==> src/rtl/lsu_pkg.sv <==
// Shared types and constants for the LSU APB requester and its lane-alignment helper.
package lsu_pkg;

    typedef enum logic [2:0] {
        LSU_B  = 3'b000,
        LSU_H  = 3'b001,
        LSU_W  = 3'b010,
        LSU_BU = 3'b100,
        LSU_HU = 3'b101
    } lsu_funct_e;

    typedef enum logic [1:0] {
        ST_IDLE,
        ST_SETUP,
        ST_ACCESS,
        ST_RESP
    } apb_state_e;

    localparam logic [3:0] STRB_NONE = 4'b0000;
    localparam logic [3:0] STRB_B    = 4'b0001;
    localparam logic [3:0] STRB_H    = 4'b0011;
    localparam logic [3:0] STRB_W    = 4'b1111;

endpackage

==> src/rtl/lsu_align.sv <==
// Combinational lane handling: strobe/write-data placement, legality check,
// and load-data extraction with sign/zero extension.
module lsu_align
    import lsu_pkg::*;
(
    input  logic        write,
    input  logic [1:0]  offset,
    input  logic [2:0]  funct,
    input  logic [31:0] wdata,
    input  logic [31:0] rdata,
    output logic [3:0]  strb,
    output logic [31:0] lane_wdata,
    output logic        illegal,
    output logic [31:0] load_data
);

    logic [31:0] shifted;

    always_comb begin
        strb       = STRB_NONE;
        illegal    = 1'b0;
        load_data  = '0;
        shifted    = rdata >> {offset, 3'b000};
        lane_wdata = write ? (wdata << {offset, 3'b000}) : '0;
        case (funct)
            LSU_B: begin
                strb      = STRB_B << offset;
                load_data = {{24{shifted[7]}}, shifted[7:0]};
            end
            LSU_BU: begin
                load_data = {24'b0, shifted[7:0]};
                illegal   = write;
            end
            LSU_H: begin
                strb      = STRB_H << offset;
                load_data = {{16{shifted[15]}}, shifted[15:0]};
                illegal   = offset[0];
            end
            LSU_HU: begin
                load_data = {16'b0, shifted[15:0]};
                illegal   = write | offset[0];
            end
            LSU_W: begin
                strb      = STRB_W;
                load_data = rdata;
                illegal   = offset != 2'b00;
            end
            default: illegal = 1'b1;
        endcase
        if (!write) begin
            strb = STRB_NONE;
        end
    end

endmodule

==> src/rtl/lsu_apb_master.sv <==
// APB requester for LSU loads/stores: SETUP/ACCESS sequencing, wait states, error response.
// Optional ACCESS timeout enabled by defining APB_TIMEOUT_EN.
module lsu_apb_master
    import lsu_pkg::*;
#(
    parameter int unsigned PADDR_W        = 6,
    parameter int unsigned TIMEOUT_CYCLES = 16
) (
    input  logic               clk_i,
    input  logic               rst_ni,
    input  logic               req_valid_i,
    output logic               req_ready_o,
    input  logic               req_write_i,
    input  logic [31:0]        req_addr_i,
    input  logic [31:0]        req_wdata_i,
    input  logic [2:0]         req_funct_i,
    output logic               rsp_valid_o,
    output logic [31:0]        rsp_rdata_o,
    output logic               rsp_err_o,
    output logic               psel_o,
    output logic               penable_o,
    output logic               pwrite_o,
    output logic [PADDR_W-1:0] paddr_o,
    output logic [31:0]        pwdata_o,
    output logic [3:0]         pstrb_o,
    output logic [2:0]         pfunct_code_o,
    input  logic [31:0]        prdata_i,
    input  logic               pready_i,
    input  logic               pslverr_i
);

    apb_state_e state, state_next;

    logic               write_q;
    logic [PADDR_W+1:0] addr_q;
    logic [31:0]        wdata_q;
    logic [2:0]         funct_q;
    logic [31:0]        rdata_q;
    logic               err_q;

    logic        idle;
    logic        timeout;
    logic        sel_write;
    logic [1:0]  sel_offset;
    logic [2:0]  sel_funct;
    logic [3:0]  strb;
    logic [31:0] lane_wdata;
    logic [31:0] load_data;
    logic        illegal;
    logic        addr_unused;

    assign addr_unused = ^req_addr_i[31:PADDR_W+2];
    assign idle        = state == ST_IDLE;

    // One aligner serves both the acceptance check (live request) and the bus phase (latched request).
    assign sel_write  = idle ? req_write_i      : write_q;
    assign sel_offset = idle ? req_addr_i[1:0]  : addr_q[1:0];
    assign sel_funct  = idle ? req_funct_i      : funct_q;

    lsu_align u_align (
        .write      (sel_write),
        .offset     (sel_offset),
        .funct      (sel_funct),
        .wdata      (wdata_q),
        .rdata      (prdata_i),
        .strb       (strb),
        .lane_wdata (lane_wdata),
        .illegal    (illegal),
        .load_data  (load_data)
    );

`ifdef APB_TIMEOUT_EN
    localparam int unsigned CNT_W = $clog2(TIMEOUT_CYCLES + 1);
    logic [CNT_W-1:0] wait_cnt;

    always_ff @(posedge clk_i or negedge rst_ni) begin
        if (!rst_ni) begin
            wait_cnt <= '0;
        end else if (state == ST_SETUP) begin
            wait_cnt <= '0;
        end else if (state == ST_ACCESS && !pready_i) begin
            wait_cnt <= wait_cnt + CNT_W'(1);
        end
    end

    assign timeout = state == ST_ACCESS && !pready_i && wait_cnt == CNT_W'(TIMEOUT_CYCLES - 1);
`else
    localparam int unsigned timeout_unused = TIMEOUT_CYCLES;
    assign timeout = 1'b0;
`endif

    always_ff @(posedge clk_i or negedge rst_ni) begin
        if (!rst_ni) begin
            state <= ST_IDLE;
        end else begin
            state <= state_next;
        end
    end

    always_comb begin
        state_next  = state;
        req_ready_o = 1'b0;
        psel_o      = 1'b0;
        penable_o   = 1'b0;
        rsp_valid_o = 1'b0;
        case (state)
            ST_IDLE: begin
                req_ready_o = 1'b1;
                if (req_valid_i) begin
                    state_next = illegal ? ST_RESP : ST_SETUP;
                end
            end
            ST_SETUP: begin
                psel_o     = 1'b1;
                state_next = ST_ACCESS;
            end
            ST_ACCESS: begin
                psel_o    = 1'b1;
                penable_o = 1'b1;
                if (pready_i || timeout) begin
                    state_next = ST_RESP;
                end
            end
            ST_RESP: begin
                rsp_valid_o = 1'b1;
                state_next  = ST_IDLE;
            end
            default: state_next = ST_IDLE;
        endcase
    end

    always_ff @(posedge clk_i or negedge rst_ni) begin
        if (!rst_ni) begin
            write_q <= 1'b0;
            addr_q  <= '0;
            wdata_q <= '0;
            funct_q <= '0;
            rdata_q <= '0;
            err_q   <= 1'b0;
        end else begin
            case (state)
                ST_IDLE: begin
                    if (req_valid_i) begin
                        write_q <= req_write_i;
                        addr_q  <= req_addr_i[PADDR_W+1:0];
                        wdata_q <= req_wdata_i;
                        funct_q <= req_funct_i;
                        if (illegal) begin
                            rdata_q <= '0;
                            err_q   <= 1'b1;
                        end
                    end
                end
                ST_ACCESS: begin
                    if (pready_i) begin
                        err_q   <= pslverr_i;
                        rdata_q <= (pslverr_i || write_q) ? '0 : load_data;
                    end else if (timeout) begin
                        err_q   <= 1'b1;
                        rdata_q <= '0;
                    end
                end
                default: ;
            endcase
        end
    end

    assign pwrite_o      = psel_o & write_q;
    assign paddr_o       = psel_o ? addr_q[PADDR_W+1:2] : '0;
    assign pwdata_o      = psel_o ? lane_wdata : '0;
    assign pstrb_o       = psel_o ? strb : '0;
    assign pfunct_code_o = psel_o ? funct_q : '0;
    assign rsp_rdata_o   = rdata_q;
    assign rsp_err_o     = err_q;

endmodule

==> config.mk <==
export PLATFORM = sky130hd
export DESIGN_NAME = lsu_apb_master
export DESIGN_NICKNAME = d
export VERILOG_FILES = /design/src/rtl/lsu_pkg.sv /design/src/rtl/lsu_align.sv /design/src/rtl/lsu_apb_master.sv
export SDC_FILE = /design/constraint.sdc
export NUM_CORES = 1
export LEC_CHECK = 0
export BUFFER_PORTS_ARGS = -buffer_cell sky130_fd_sc_hd__clkbuf_2
export CORE_MARGIN = 4
export CORE_UTILIZATION = 51
export DETAILED_ROUTE_END_ITERATION = 10
export PLACE_DENSITY = 0.83
export SETUP_SLACK_MARGIN = 0.15
export SYNTH_ARGS = -nofsm -noshare
export SYNTH_HDL_FRONTEND = slang
export SYNTH_HIERARCHICAL = 1
export SYNTH_SLANG_ARGS = --single-unit
export TNS_END_PERCENT = 20
==> constraint.sdc <==
create_clock -name clk_i -period 3.4 [get_ports clk_i]
set_input_delay 0.17 -clock clk_i [delete_from_list [all_inputs] [get_ports clk_i]]
set_output_delay 0.17 -clock clk_i [all_outputs]
set_load 0.05 [all_outputs]
# After elaboration in Yosys (flattened, before gate mapping)
# Cells that the tools add are included.
[classes]
n_eq_ne = 10
shift = 4
mux = 29
bitwise_logic = 2
n_reduce_logical = 9
[ops]
columns = ["op", "n"]
rows = [
  ["$mux W32", 6],
  ["$pmux W32 S5", 1],
  ["$pmux W32 S2", 1],
  ["$shl A32 B5 Y32", 1],
  ["$shr A32 B5 Y16", 1],
  ["$pmux W4 S3", 1],
  ["$mux W1", 8],
  ["$mux W2", 4],
  ["$mux W4", 2],
  ["$pmux W2 S4", 1],
  ["$eq A3 B3 Y1 const B", 2],
  ["$mux W3", 2],
  ["$mux W6", 1],
  ["$pmux W1 S5", 1],
  ["$eq A2 B2 Y1 const B", 2],
  ["$ne A2 B2 Y1 const B", 2],
  ["$reduce_and A2 Y1", 2],
  ["$reduce_and A4 Y1", 1],
  ["$reduce_bool A2 Y1", 2],
  ["$shl A1 B2 Y4 const A", 1],
  ["$shl A2 B2 Y4 const A", 1],
  ["$eq A3 B1 Y1 const B", 1],
  ["$eq A3 B2 Y1 const B", 1],
  ["$logic_not A3 Y1", 1],
  ["other kinds (8)", 8],
]
[word_totals]
regBits = 79

# Depth between registers and ports, before layout
# Gate-level depths: netlist of the first run.
[logic_depth]
ltp_word = 7
mapped_depth = 13
ltp_nobuf = 9

# Hierarchy
# Netlist of the first run, hierarchy kept.
[by_module_without_submodules]
columns = ["mod", "instances", "cells_each", "area_each_um2"]
rows = [
  ["lsu_apb_master", 1, 308, 3649.8],
  ["lsu_align", 1, 235, 1539.0],
]

# Worst setup path before layout of the first run
# No wires, ideal clock.
[synth_path]
path_type = "reg-to-reg"
start = "reg state[0]"
end = "reg rdata_q[17], in the netlist rsp_rdata_o[17]"
setup_time_ps = 125
arrival_ps = 3351
required_time_ps = 3275
setup_slack_ps = -76
stages_incl_launch_ff = 13
path_buffers = 4
synth_period_minus_slack_ps = 3476
cell_sequence = "dfrtp_1 > inv_1 > ha_1 > clkbuf_1 > mux2_2 > buf_6 > buf_6 > a211o_1 > a211oi_2 > buf_6 > a21oi_1 > nor3b_1 > mux2_2"
[synth_via]
elab_chain_len = 7
[synth_rtl]
columns = ["item", "line_no", "rtl"]
rows = [
  ["from (decl)", "lsu_apb_master.sv:32", "apb_state_e state, state_next;"],
  ["from (signal assigned)", "lsu_apb_master.sv:96", "state <= state_next;"],
  ["$logic_not A2 Y1", "lsu_apb_master.sv:53", "assign idle = state == ST_IDLE;"],
  ["$mux W2", "lsu_apb_master.sv:57", "assign sel_offset = idle ? req_addr_i[1:0] : addr_q[1:0];"],
  ["net sel_offset[0]", "lsu_apb_master.sv:44", "logic [1:0] sel_offset;"],
  ["$shr A32 B5 Y16", "lsu_align.sv:23", "shifted = rdata >> {offset, 3'b000};"],
  ["$pmux W32 S5", "lsu_align.sv:25", "case (funct)"],
  ["net load_data[17]", "lsu_apb_master.sv:48", "logic [31:0] load_data;"],
  ["$mux W32", "lsu_apb_master.sv:157", "rdata_q <= (pslverr_i || write_q) ? '0 : load_data;"],
  ["$mux W32", "lsu_apb_master.sv:155", "if (pready_i) begin"],
  ["$pmux W32 S2", "lsu_apb_master.sv:141", "case (state)"],
  ["to (signal assigned)", "lsu_apb_master.sv:157", ""],
  ["to (decl)", "lsu_apb_master.sv:38", "logic [31:0] rdata_q;"],
]
# The timed path passes the listed nets, and every way through them passes these cells. The select of a mux whose other input is x is not followed.
# A chain may end at the register's enable or synchronous reset.

# Worst setup path in the final report of the first run
[layout_path]
start = "reg state[0]"
end = "out pwdata_o[19]"
[layout_via]
elab_chain_len = 5
[layout_rtl]
columns = ["item", "line_no", "rtl"]
rows = [
  ["$logic_not A2 Y1", "lsu_apb_master.sv:53", ""],
  ["$mux W2", "lsu_apb_master.sv:57", ""],
  ["net sel_offset[1]", "lsu_apb_master.sv:44", ""],
  ["$shl A32 B5 Y32", "lsu_align.sv:24", "lane_wdata = write ? (wdata << {offset, 3'b000}) : '0;"],
  ["$mux W32", "lsu_align.sv:24", ""],
  ["net lane_wdata[19]", "lsu_apb_master.sv:47", "logic [31:0] lane_wdata;"],
  ["$mux W32", "lsu_apb_master.sv:170", "assign pwdata_o = psel_o ? lane_wdata : '0;"],
  ["to (decl)", "lsu_apb_master.sv:24", "output logic [31:0] pwdata_o,"],
]
# The timed path passes the listed nets, and every way through them passes these cells.

==> key figures, run 1 <==
Status
  • Status: complete, but fails checks
  • Failing checks: negative hold slack

Die
  • Row Count: 36
  • CORE AREA: 9819 sq um
  • IO Pins: 188
  • Starting density of the core: 0.5284
  • Die height: 108.9 microns
  • Horiz. Die Dim: 108.9 microns
  • Die area: 11,850 sq um

Route
  • Vias per inst: 5.438
  • DRT Pass-1 Iters: 5
  • Routed WL per cell: 17.10 microns
  • Number of DRC markers in iteration 0: 185
  • WL final: 14,170 microns
  • DR DRC count: 0
  • Via Count: 4,508
  • Antenna-violating nets left: 0

Setup path
  • Crit path max-delay family: buffers and inverters
  • Arrival time at the worst endpoint: 2.88 ns
  • Critical Path Slowest Stage Cell: mux2_2
  • Critical path class: register to output pin
  • Max stage delay on crit path: 0.43 ns
  • Worst setup startpoint: state[0]$_DFFE_PN0P_
  • Critical Path RT: 3.23 ns
  • Startpoint types: register
  • Type of destination of the critical path: output pin
  • Critical R2R Launch: state[0]$_DFFE_PN0P_
  • Critical Path, Cell by Cell: inv_1 -> ha_4 -> mux2_2 -> buf_4 -> nor2b_1 -> buf_4 -> nand2_1 -> o21ai_0 -> and2_1 -> and2_1 -> clkbuf_4
  • Worst Path Buf+Inv: 4
  • Crit Path Max Fanout: 30

Synthesis
  • Synth top cells by count: dfrtp_1, nand2_1, mux2_2
  • Top_reg_cell synth: dfrtp_1
  • EDFF count, synth: 0
  • Post-synthesis async set-or-reset flop share: 1.000
  • Net count after synthesis: 652
  • Yosys reg bits: 79
  • Syn_area_per_cell: 9.556 sq um
  • Mapped Area: 5189 sq um
  • Area leader, netlist: dfrtp_1
  • Post-synth cell types: 38
  • Top cells by area, synth: dfrtp_1, mux2_2, mux2i_1
  • Top cell type's share of synthesized area: 0.3810
  • Seq/Total Area, Yosys: 0.3810
  • Ys Warns: 6
  • Post-synthesis cell count: 543

Timing
  • Fin Setup TNS: 0 ns
  • Rel. slew slack: 0.2872
  • Max Slew Vio Count: 0
  • Final Cycle Share: 0.8979
  • Tmin final: 3.053 ns
  • Worst Max-Slew Pin Slew: 1.065 ns
  • # setup viols final: 0
  • RSZ-0062 raised after global routing: no
  • Fin Clk Skew: 0.007417 ns
  • Worst Hold Slack: -0.009443 ns
  • Final hold violations: 5
  • Fmax achieved: 327.6 MHz

Clock tree
  • Hold_buf cts: 0
  • Clock slew at reported path FFs: 0.08 ns
  • CTS tree: done
  • CTS max path bufs: 2
  • Cts bufs inserted: 9
  • Root buf cell: clkbuf_8
  • Max H-tree Level: 3
  • Clock sinks: 79
  • Worst skew pair latency: 0.35 ns

Final layout
  • Post-layout instance area: 6430 sq um
  • Share of layout cells above drive strength 1: 0.3908
  • Antenna diode count: 0
  • Area growth syn-to-layout: 23.92%
  • Final net count: 802

Place
  • GPL Wtd Cong: 0.9199
  • Port bufs: 163
  • Post-DP HPWL: 10,150 microns
  • Post-DP Area: 6141 sq um

GRT
  • First-pass GRT wire length: 21,970 microns
  • Initial antenna violation count: 0
  • Gr usage total: 0.2358
  • Vias in the first global route: 4,534
  • Grt ovf: 0
  • Largest net degree at the start of global routing: 80

Worst hold path
  • Worst min path class: primary input to asynchronous set/reset pin

Run
  • Max Cap Violations: 0
logic make-up after synthesis:
kind of cell,Yosys count,share of synthesized area
AOI/OAI and AO/OA,81,0.1153
adders and majority gates,4,0.009646
buffers and inverters,77,0.06631
DFF,79,0.3810
muxes,123,0.2558
and+or+nand+nor,179,0.1719
worst reg2reg max path: stages, from the launching register on:
cell	delay, ns
dfrtp_1	0.42
inv_1	0.16
ha_4	0.22
buf_4	0.14
mux2_2	0.43
nor2b_1	0.18
a21boi_0	0.18
a211oi_4	0.61
a21oi_1	0.11
nor3b_1	0.16
mux2_2	0.26
path summary, 6_finish.rpt:
kind                                                     to  slack [ns]  depth (start not counted)
worst min register to register        addr_q[6]$_DFFE_PN0P_        0.50                          1
worst min-delay path            rsp_rdata_o[30]$_DFFE_PN0P_      -0.009                          1
worst max register to register  rsp_rdata_o[17]$_DFFE_PN0P_        0.43                         10
max in group asynchronous           wdata_q[23]$_DFFE_PN0P_        2.74                          1
min in group clk_i                  wdata_q[29]$_DFFE_PN0P_        0.05                          2
worst max-delay path                           pwdata_o[19]        0.35                         11
area by class of cell:
cell class | count | area (sq um)
Fill cell | 831 | 3390
Sequential cell | 79 | 1977
Multi-Input combinational cell | 387 | 2902
Clock inverter | 3 | 67.56
Clock buffer | 11 | 151.4
Tap cell | 133 | 166.4
Timing Repair Buffer | 181 | 1035
Inverter | 35 | 131.4
per-stage QoR:
| step | std cells | utilization | setup WS, ns |
|---|---|---|---|
| 2_1_floorplan | 543 | - | 0.2063 |
| 3_3_place_gp | 810 | 0.6254 | 0.2945 |
| 3_5_place_dp | 810 | 0.6254 | 0.1551 |
| 4_1_cts | 824 | 0.6487 | 0.1853 |
| 5_1_grt | 829 | 0.6548 | 0.1565 |
| 6_report | 829 | 0.6548 | 0.3473 |
flip-flops by register name, summed over array words and instances, names as in the netlist:
signal,flops
rsp_rdata_o,32
rsp_err_o,1
state,2
addr_q,8
wdata_q,32
write_q,1
funct_q,3
cell usage in the layout (no fill, tap or decap), types with 2 or more instances in the layout:
cell       instances
and3_1             8
a21oi_1           22
nand2b_1           8
or3b_2             2
buf_12             5
mux2_2            67
inv_1             35
and2_1            54
buf_4             17
a22oi_1            7
bufinv_16          2
nor2b_1            8
ha_1               3
nor2_1            16
a211oi_4           2
o21ai_0           10
clkbuf_2         155
a211oi_1           2
nand2_1           78
dfrtp_1           79
clkbuf_8          11
a32oi_1            7
clkbuf_4           2
o2bb2ai_1         14
o211a_1            8
mux2i_1           55
per-layer routing:
layer	wire, microns	track usage
met1	5894	0.2933
met2	7008	0.3996
met3	1033	0.05329
met4	238	0.08747
met5	0	0
timing repair:
item                                    CTS  global route
gates cloned                              0             0
buffers inserted                          0             5
resized for setup                         1             9
pin swaps                                 0             1
endpoints found under the hold margin     0             0
endpoints found under the setup margin    7            21
Power of run 1 is left out: the tool's default activity adds up to more than one toggle a clock period on the data nets, which glitch-free logic cannot reach.
==> run 2, diff against run 1 <==
ABC_AREA = 1   (was default)
CORE_UTILIZATION = 45   (was 51)
PLACE_DENSITY = 0.74   (was 0.83)
==> run 2 against run 1 <==
Against the previous run:
- the run now ends clean
- routed wire length grew 17%
- worst hold slack gained 0.015 ns
- flip-flop and latch count unchanged
- sequential share of layout area fell by 0.98 points
==> key figures, run 2 <==
Power
  • Peak VDD IR: 0.8217 mV
  • PwrDens: 1223 nW/um^2
  • Leakage: 4.028 nW
  • Total power: 8.124 mW

Synthesis
  • Yosys reg bits: 79 (unchanged)
  • Post-synth cell types: 27 (-29%)
  • Top-count cell post-synth: nand2_1
  • Ys Warns: 6 (unchanged)
  • Seq/Total Area, Yosys: 0.3578 (-0.02321)
  • Post-synthesis cell count: 864 (+59%)
  • Post-synthesis async set-or-reset flop share: 1.000 (unchanged)
  • Area leader, netlist: dfrtp_1
  • Top_reg_cell synth: dfrtp_1
  • Mapped Area: 5525 sq um (+6.5%)
  • Synth top cells by count: nand2_1, inv_1, nand3_1
  • Top cell type's share of synthesized area: 0.3578 (-0.02321)
  • Net count after synthesis: 973 (+49%)
  • Top cells by area, synth: dfrtp_1, nand2_1, nand3_1
  • Syn_area_per_cell: 6.395 sq um (-33%)
  • EDFF count, synth: 0 (unchanged)

Final layout
  • Multi-input logic area: 2848 sq um (-1.9%)
  • Most frequent cells in the layout: nand2_1, clkbuf_2, inv_1, nand3_1, dfrtp_1
  • Antenna diode count: 0 (unchanged)
  • Share of layout cells above drive strength 1: 0.2259 (-0.1649)
  • Final net count: 1,100 (+37%)
  • Seq. cell area: 1977 sq um (unchanged)
  • Post-layout instance area: 6641 sq um (+3.3%)
  • Layout fillers: 1,242 (+49%)
  • Most common cell after layout, fill and taps aside: nand2_1
  • Area growth syn-to-layout: 20.20%

Status
  • Status: finished, final reports clean

Timing
  • # setup viols final: 0 (unchanged)
  • Fin Setup TNS: 0 ns (unchanged)
  • Max Slew Vio Count: 0 (unchanged)
  • Fmax achieved: 318.4 MHz (-2.8%)
  • Tmin final: 3.141 ns (+0.08822 ns)
  • Worst Max-Slew Pin Slew: 1.028 ns (-0.03727 ns)
  • Final hold violations: 0 (-5)
  • Rel. slew slack: 0.3129 (+0.02570)
  • Final Cycle Share: 0.9238 (+0.02595)
  • RSZ-0062 raised after global routing: yes
  • Fin Clk Skew: 0.004549 ns (-0.002868 ns)

Clock tree
  • Clock sinks: 79 (unchanged)
  • Worst skew pair latency: 0.35 ns (about the same)
  • Root buf cell: clkbuf_16
  • Hold_buf cts: 0 (unchanged)
  • Cts bufs inserted: 9 (unchanged)
  • CTS tree: done
  • Clock slew at reported path FFs: 0.06 ns (-0.02 ns)
  • Post-CTS Setup Repair Bufs: 0 (unchanged)
  • CTS max path bufs: 2 (unchanged)
  • Max H-tree Level: 3 (unchanged)

Die
  • Die area: 14,120 sq um (+19%)
  • CORE AREA: 12,010 sq um (+22%)
  • Row Count: 40 (+11%)
  • Die height: 118.8 microns (+9.1%)
  • Starting density of the core: 0.4600 (-0.06841)
  • Horiz. Die Dim: 118.8 microns (+9.1%)
  • IO Pins: 188 (unchanged)

Setup path
  • Type of destination of the critical path: output pin
  • Critical R2R Launch: state[0]$_DFFE_PN0P_
  • Critical Path, Cell by Cell: inv_1 -> ha_2 -> inv_2 -> o21ai_0 -> nand2_1 -> o21ai_0 -> nand3_1 -> a21oi_1 -> nand2_1 -> inv_1 -> buf_12
  • Critical Path RT: 3.23 ns (about the same)
  • Reg-to-Reg End: rsp_rdata_o[15]$_DFFE_PN0P_
  • Crit Path Max Fanout: 12 (-60%)
  • Startpoint types: register
  • Critical path class: register to output pin
  • Critical Path Slowest Stage Cell: o21ai_0
  • Reg2Reg Setup Slack: 0.74 ns (+0.31 ns)
  • Crit path max-delay family: compound AO/OA/AOI/OAI gates
  • Worst Path Buf+Inv: 4 (unchanged)
  • Max stage delay on crit path: 0.47 ns (+0.04 ns)
  • Arrival time at the worst endpoint: 2.97 ns (+0.09 ns)
  • R2r worst-path depth: 17 (+7)

Route
  • DR DRC count: 0 (unchanged)
  • DRT Pass-1 Iters: 6 (+1)
  • WL final: 16,590 microns (+17%)
  • Via Count: 5,910 (+31%)
  • Antenna-violating nets left: 0 (unchanged)
  • Routed WL per cell: 14.52 microns (-15%)
  • Vias per inst: 5.171 (-4.9%)
  • Number of DRC markers in iteration 0: 418 (+130%)

Place
  • Post-DP Area: 6365 sq um (+3.6%)
  • Post-DP HPWL: 11,630 microns (+15%)
  • GPL Wtd Cong: 0.8911 (-3.1%)
  • Port bufs: 163 (unchanged)

GRT
  • Largest net degree at the start of global routing: 80 (unchanged)
  • Gr usage total: 0.2403 (+0.004513)
  • Vias in the first global route: 5,565 (+23%)
  • Grt ovf: 0 (unchanged)
  • Initial antenna violation count: 0 (unchanged)
  • First-pass GRT wire length: 27,470 microns (+25%)

Run
  • Max Cap Violations: 0 (unchanged)

Worst hold path
  • Worst min path class: primary input to asynchronous set/reset pin
-- run 2: cell count changes after synthesis, sizes merged, moves of 11 or more --
| cell | before | now |
|---|---|---|
| mux2i | 55 | 2 |
| nor2 | 16 | 55 |
| and2 | 54 | 0 |
| mux2 | 67 | 0 |
| o22ai | 1 | 15 |
| clkbuf | 27 | 16 |
| o21ai | 10 | 58 |
| nand2 | 79 | 340 |
| nand3 | 0 | 95 |
| o2bb2ai | 14 | 0 |
| buf | 15 | 45 |
| inv | 35 | 100 |
| o211ai | 0 | 15 |
-- run 2: repair_timing --
item / CTS / global route
endpoints found under the setup margin: 0 / 13
endpoints found under the hold margin: 0 / 0
resized for setup: 0 / 2
-- run 2: routing by layer --
metal,global-route usage,vias to the layer above,wire (microns)
li1,-,2961,-
met4,0.08182,0,383
met2,0.4004,248,7927
met5,0,-,0
met1,0.3072,2673,6956
met3,0.05651,28,1326
-- run 2: area by class of cell --
cell class	count	area share
Multi-Input combinational cell	624	0.4288
Tap cell	147	0.02769
Timing Repair Buffer	177	0.1481
Clock buffer	10	0.03448
Sequential cell	79	0.2977
Inverter	100	0.05652
Clock inverter	6	0.006782
-- run 2: stage by stage --
stage	setup WS (ns)	hold slack, ns	utilization	instances
global placement	0.6208	0.4021	0.5299	1127
CTS	0.2716	0.03634	0.5527	1143
floorplan	0.3667	-0.1256	-	864
finish	0.2591	0.005873	0.5529	1143
detailed placement	0.5754	0.4063	0.5299	1127
global route	0.07399	0.04952	0.5529	1143
-- run 2: power breakdown --
group / internal (mW) / switching [mW]
combinational: 1.54 / 4.21
clock: 0.498 / 0.407
sequential: 1.27 / 0.209
-- run 2: how the worst max path moves through the flow --
stage	endpoint	startpoint	slack [ns]	cells after the start
floorplan	rsp_rdata_o[10]$_DFFE_PN0P_	state[0]$_DFFE_PN0P_	0.37	18
global placement	rsp_rdata_o[27]$_DFFE_PN0P_	state[0]$_DFFE_PN0P_	0.62	13
detailed placement	rsp_rdata_o[5]$_DFFE_PN0P_	state[0]$_DFFE_PN0P_	0.58	13
CTS	pwdata_o[28]	state[0]$_DFFE_PN0P_	0.27	10
global route	pstrb_o[1]	state[1]$_DFFE_PN0P_	0.07	13
finish	pstrb_o[1]	state[0]$_DFFE_PN0P_	0.26	11
-- run 2: cells by family after synthesis --
kind of cell / Yosys count / share of synthesized area
flops: 79 / 0.3578
simple gates: 499 / 0.3702
buf+inv: 161 / 0.1304
compound gates: 119 / 0.1288
fa+ha+maj: 4 / 0.009058
mux: 2 / 0.003623
Note: power is estimated with default switching activity, not from simulation.
==> run 3, diff against run 2 <==
CELL_PAD_IN_SITES_DETAIL_PLACEMENT = 2   (was default)
CELL_PAD_IN_SITES_GLOBAL_PLACEMENT = 2   (was default)
CORE_UTILIZATION = 26   (was 45)
PLACE_DENSITY = 0.82   (was 0.74)
==> run 3 against run 2 <==
Against the previous run:
- die area rose by 68%
- cell count up 12%
- setup slack better by 0.067 ns
- fmax rose by 2.2%
- sequential share of layout area decreased by 1.1 points
- clock power grew 9.2%
- critical path depth is 2 higher
- flip-flop and latch count unchanged
- clock-buffer cell count is the same
- global-route usage down 5.7 points
- routed wire length is 32% higher
- largest power group unchanged
- highest routed layer unchanged
==> key figures, run 3 (synthesis results as in run 2) <==
Final layout
  • Multi-input logic area: 2855 sq um (+0.26%)
  • Most common cell after layout, fill and taps aside: nand2_1
  • Antenna diode count: 0 (unchanged)
  • Final net count: 1,105 (+0.45%)
  • Area growth syn-to-layout: 24.98%
  • Post-Layout Cell Count: 1,275 (+12%)
  • Most frequent cells in the layout: nand2_1, clkbuf_2, inv_1, nand3_1, dfrtp_1
  • Share of layout cells above drive strength 1: 0.2280 (+0.002096)
  • Layout fillers: 2,644 (+110%)
  • Seq. cell area: 1977 sq um (unchanged)

Die
  • Die area: 23,650 sq um (+68%)
  • IO Pins: 188 (unchanged)
  • CORE AREA: 20,960 sq um (+74%)
  • Horiz. Die Dim: 153.8 microns (+29%)
  • Row Count: 53 (+33%)
  • Die height: 153.8 microns (+29%)
  • Starting density of the core: 0.2637 (-0.1963)

Place
  • Post-Place Cells: 1,259 (+12%)
  • Port bufs: 163 (unchanged)
  • Setup WS pre-CTS: 0.1785 ns (-0.3969 ns)
  • GPL Wtd Cong: 0.8077 (-9.4%)
  • Post-DP HPWL: 16,090 microns (+38%)

Route
  • DRT Pass-1 Iters: 5 (-1)
  • Antenna-violating nets left: 0 (unchanged)
  • WL final: 21,930 microns (+32%)
  • Via Count: 6,046 (+2.3%)
  • Number of DRC markers in iteration 0: 253 (-39%)
  • Routed WL per cell: 17.20 microns (+18%)
  • DR DRC count: 0 (unchanged)
  • Vias per inst: 4.742 (-8.3%)

GRT
  • Gr usage total: 0.1837 (-0.05663)
  • First-pass GRT wire length: 35,070 microns (+28%)
  • Largest net degree at the start of global routing: 63 (-21%)
  • Initial antenna violation count: 0 (unchanged)
  • Grt ovf: 0 (unchanged)
  • Vias in the first global route: 6,616 (+19%)

Clock tree
  • Clock sinks: 79 (unchanged)
  • Worst skew pair latency: 0.34 ns (about the same)
  • CTS tree: done
  • CTS max path bufs: 2 (unchanged)
  • Max H-tree Level: 3 (unchanged)
  • Root buf cell: clkbuf_16
  • Clock slew at reported path FFs: 0.06 ns (about the same)
  • Cts bufs inserted: 9 (unchanged)

Timing
  • Rel. slew slack: 0.2097 (-0.1032)
  • RSZ-0062 raised after global routing: yes
  • # setup viols final: 0 (unchanged)
  • Fin Clk Skew: 0.005582 ns (+0.001033 ns)
  • PnR worst setup slack: 0.3259 ns (+0.06683 ns)
  • Max Slew Vio Count: 0 (unchanged)
  • Fmax achieved: 325.3 MHz (+2.2%)
  • Final hold violations: 0 (unchanged)
  • Fin Setup TNS: 0 ns (unchanged)
  • Worst Max-Slew Pin Slew: 1.183 ns (+0.1544 ns)
  • Final Cycle Share: 0.9041 (-0.01966)
  • Tmin final: 3.074 ns (-0.06683 ns)

Power
  • Total power: 8.616 mW (+6.1%)
  • Peak VDD IR: 0.7942 mV (-3.3%)
  • Leakage: 4.073 nW (+1.1%)
  • PwrDens: 1248 nW/um^2 (+2.0%)

Run
  • Max Cap Violations: 0 (unchanged)

Setup path
  • Worst setup endpoint: pwdata_o[8]
  • Reg2Reg Setup Slack: 0.34 ns (-0.40 ns)
  • Critical R2R Launch: state[0]$_DFFE_PN0P_
  • Critical Path RT: 3.23 ns (about the same)
  • Critical path class: register to output pin
  • Arrival time at the worst endpoint: 2.90 ns (-0.07 ns)
  • Worst setup startpoint: state[0]$_DFFE_PN0P_
  • Startpoint types: register
  • Crit Path Max Fanout: 24 (+12)
  • R2r worst-path depth: 13 (-4)
  • Type of destination of the critical path: output pin
  • Reg-to-Reg End: rsp_rdata_o[5]$_DFFE_PN0P_

Worst hold path
  • Worst min path class: primary input to register
  • Hold depth: 3

Status
  • Status: finished, final reports clean
run 3: how the worst min path moves through the flow:
stage / start / to / slack (ns)
floorplan: rst_ni / addr_q[0]$_DFFE_PN0P_ / -0.13
global placement: rst_ni / rsp_rdata_o[4]$_DFFE_PN0P_ / 0.34
detailed placement: rst_ni / rsp_rdata_o[2]$_DFFE_PN0P_ / 0.34
CTS: req_addr_i[7] / addr_q[7]$_DFFE_PN0P_ / 0.04
global route: req_addr_i[4] / addr_q[4]$_DFFE_PN0P_ / 0.04
finish: req_wdata_i[1] / wdata_q[1]$_DFFE_PN0P_ / 0.05
run 3: timing repair:
item / in CTS / in global routing
gates resized for setup: 1 / 2
setup endpoints to repair: 5 / 47
pin swaps: 0 / 1
hold buffers: 1 / 0
setup buffers: 0 / 0
hold endpoints to repair: 61 / 0
run 3: worst max-delay path, stage by stage (launching register included):
cell and delay [ns]:
dfrtp_1 0.40, inv_1 0.12, ha_2 0.23, inv_2 0.13, nand2_1 0.10, o21ai_2 0.06, buf_4 0.19, inv_2 0.29
nand2_1 0.09, buf_4 0.24, nor2_1 0.15, nand2_1 0.09, inv_1 0.15, clkbuf_2 0.29
run 3: layout make-up:
type	count	area share
multi-input combinational	624	0.4135
inverter	100	0.05436
clock buffer	10	0.03316
clock inverter	5	0.008516
sequential	79	0.2863
timing repair buffer	182	0.1544
tap	275	0.04983
run 3: layer usage:
metal	GRT usage	routed length, microns
met5	0	0
met4	0.03659	204
met3	0.03884	1007
met2	0.3278	10940
met1	0.2297	9783
run 3: where the power goes:
part	switching, mW	total, mW	leakage [nW]	internal [mW]
sequential	0.212	1.48	1.03	1.26
clock	0.421	0.988	0.135	0.567
combinational	4.49	6.15	2.91	1.66
total	5.12	8.62	4.07	3.49
run 3: metrics by stage:
stage	hold slack (ns)	area, sq um	utilization
2_1_floorplan	-0.1256	5525	-
3_3_place_gp	0.3395	6600	0.3150
3_5_place_dp	0.3443	6600	0.3150
4_1_cts	0.03871	6898	0.3292
5_1_grt	0.04174	6905	0.3295
6_report	0.05318	6905	0.3295
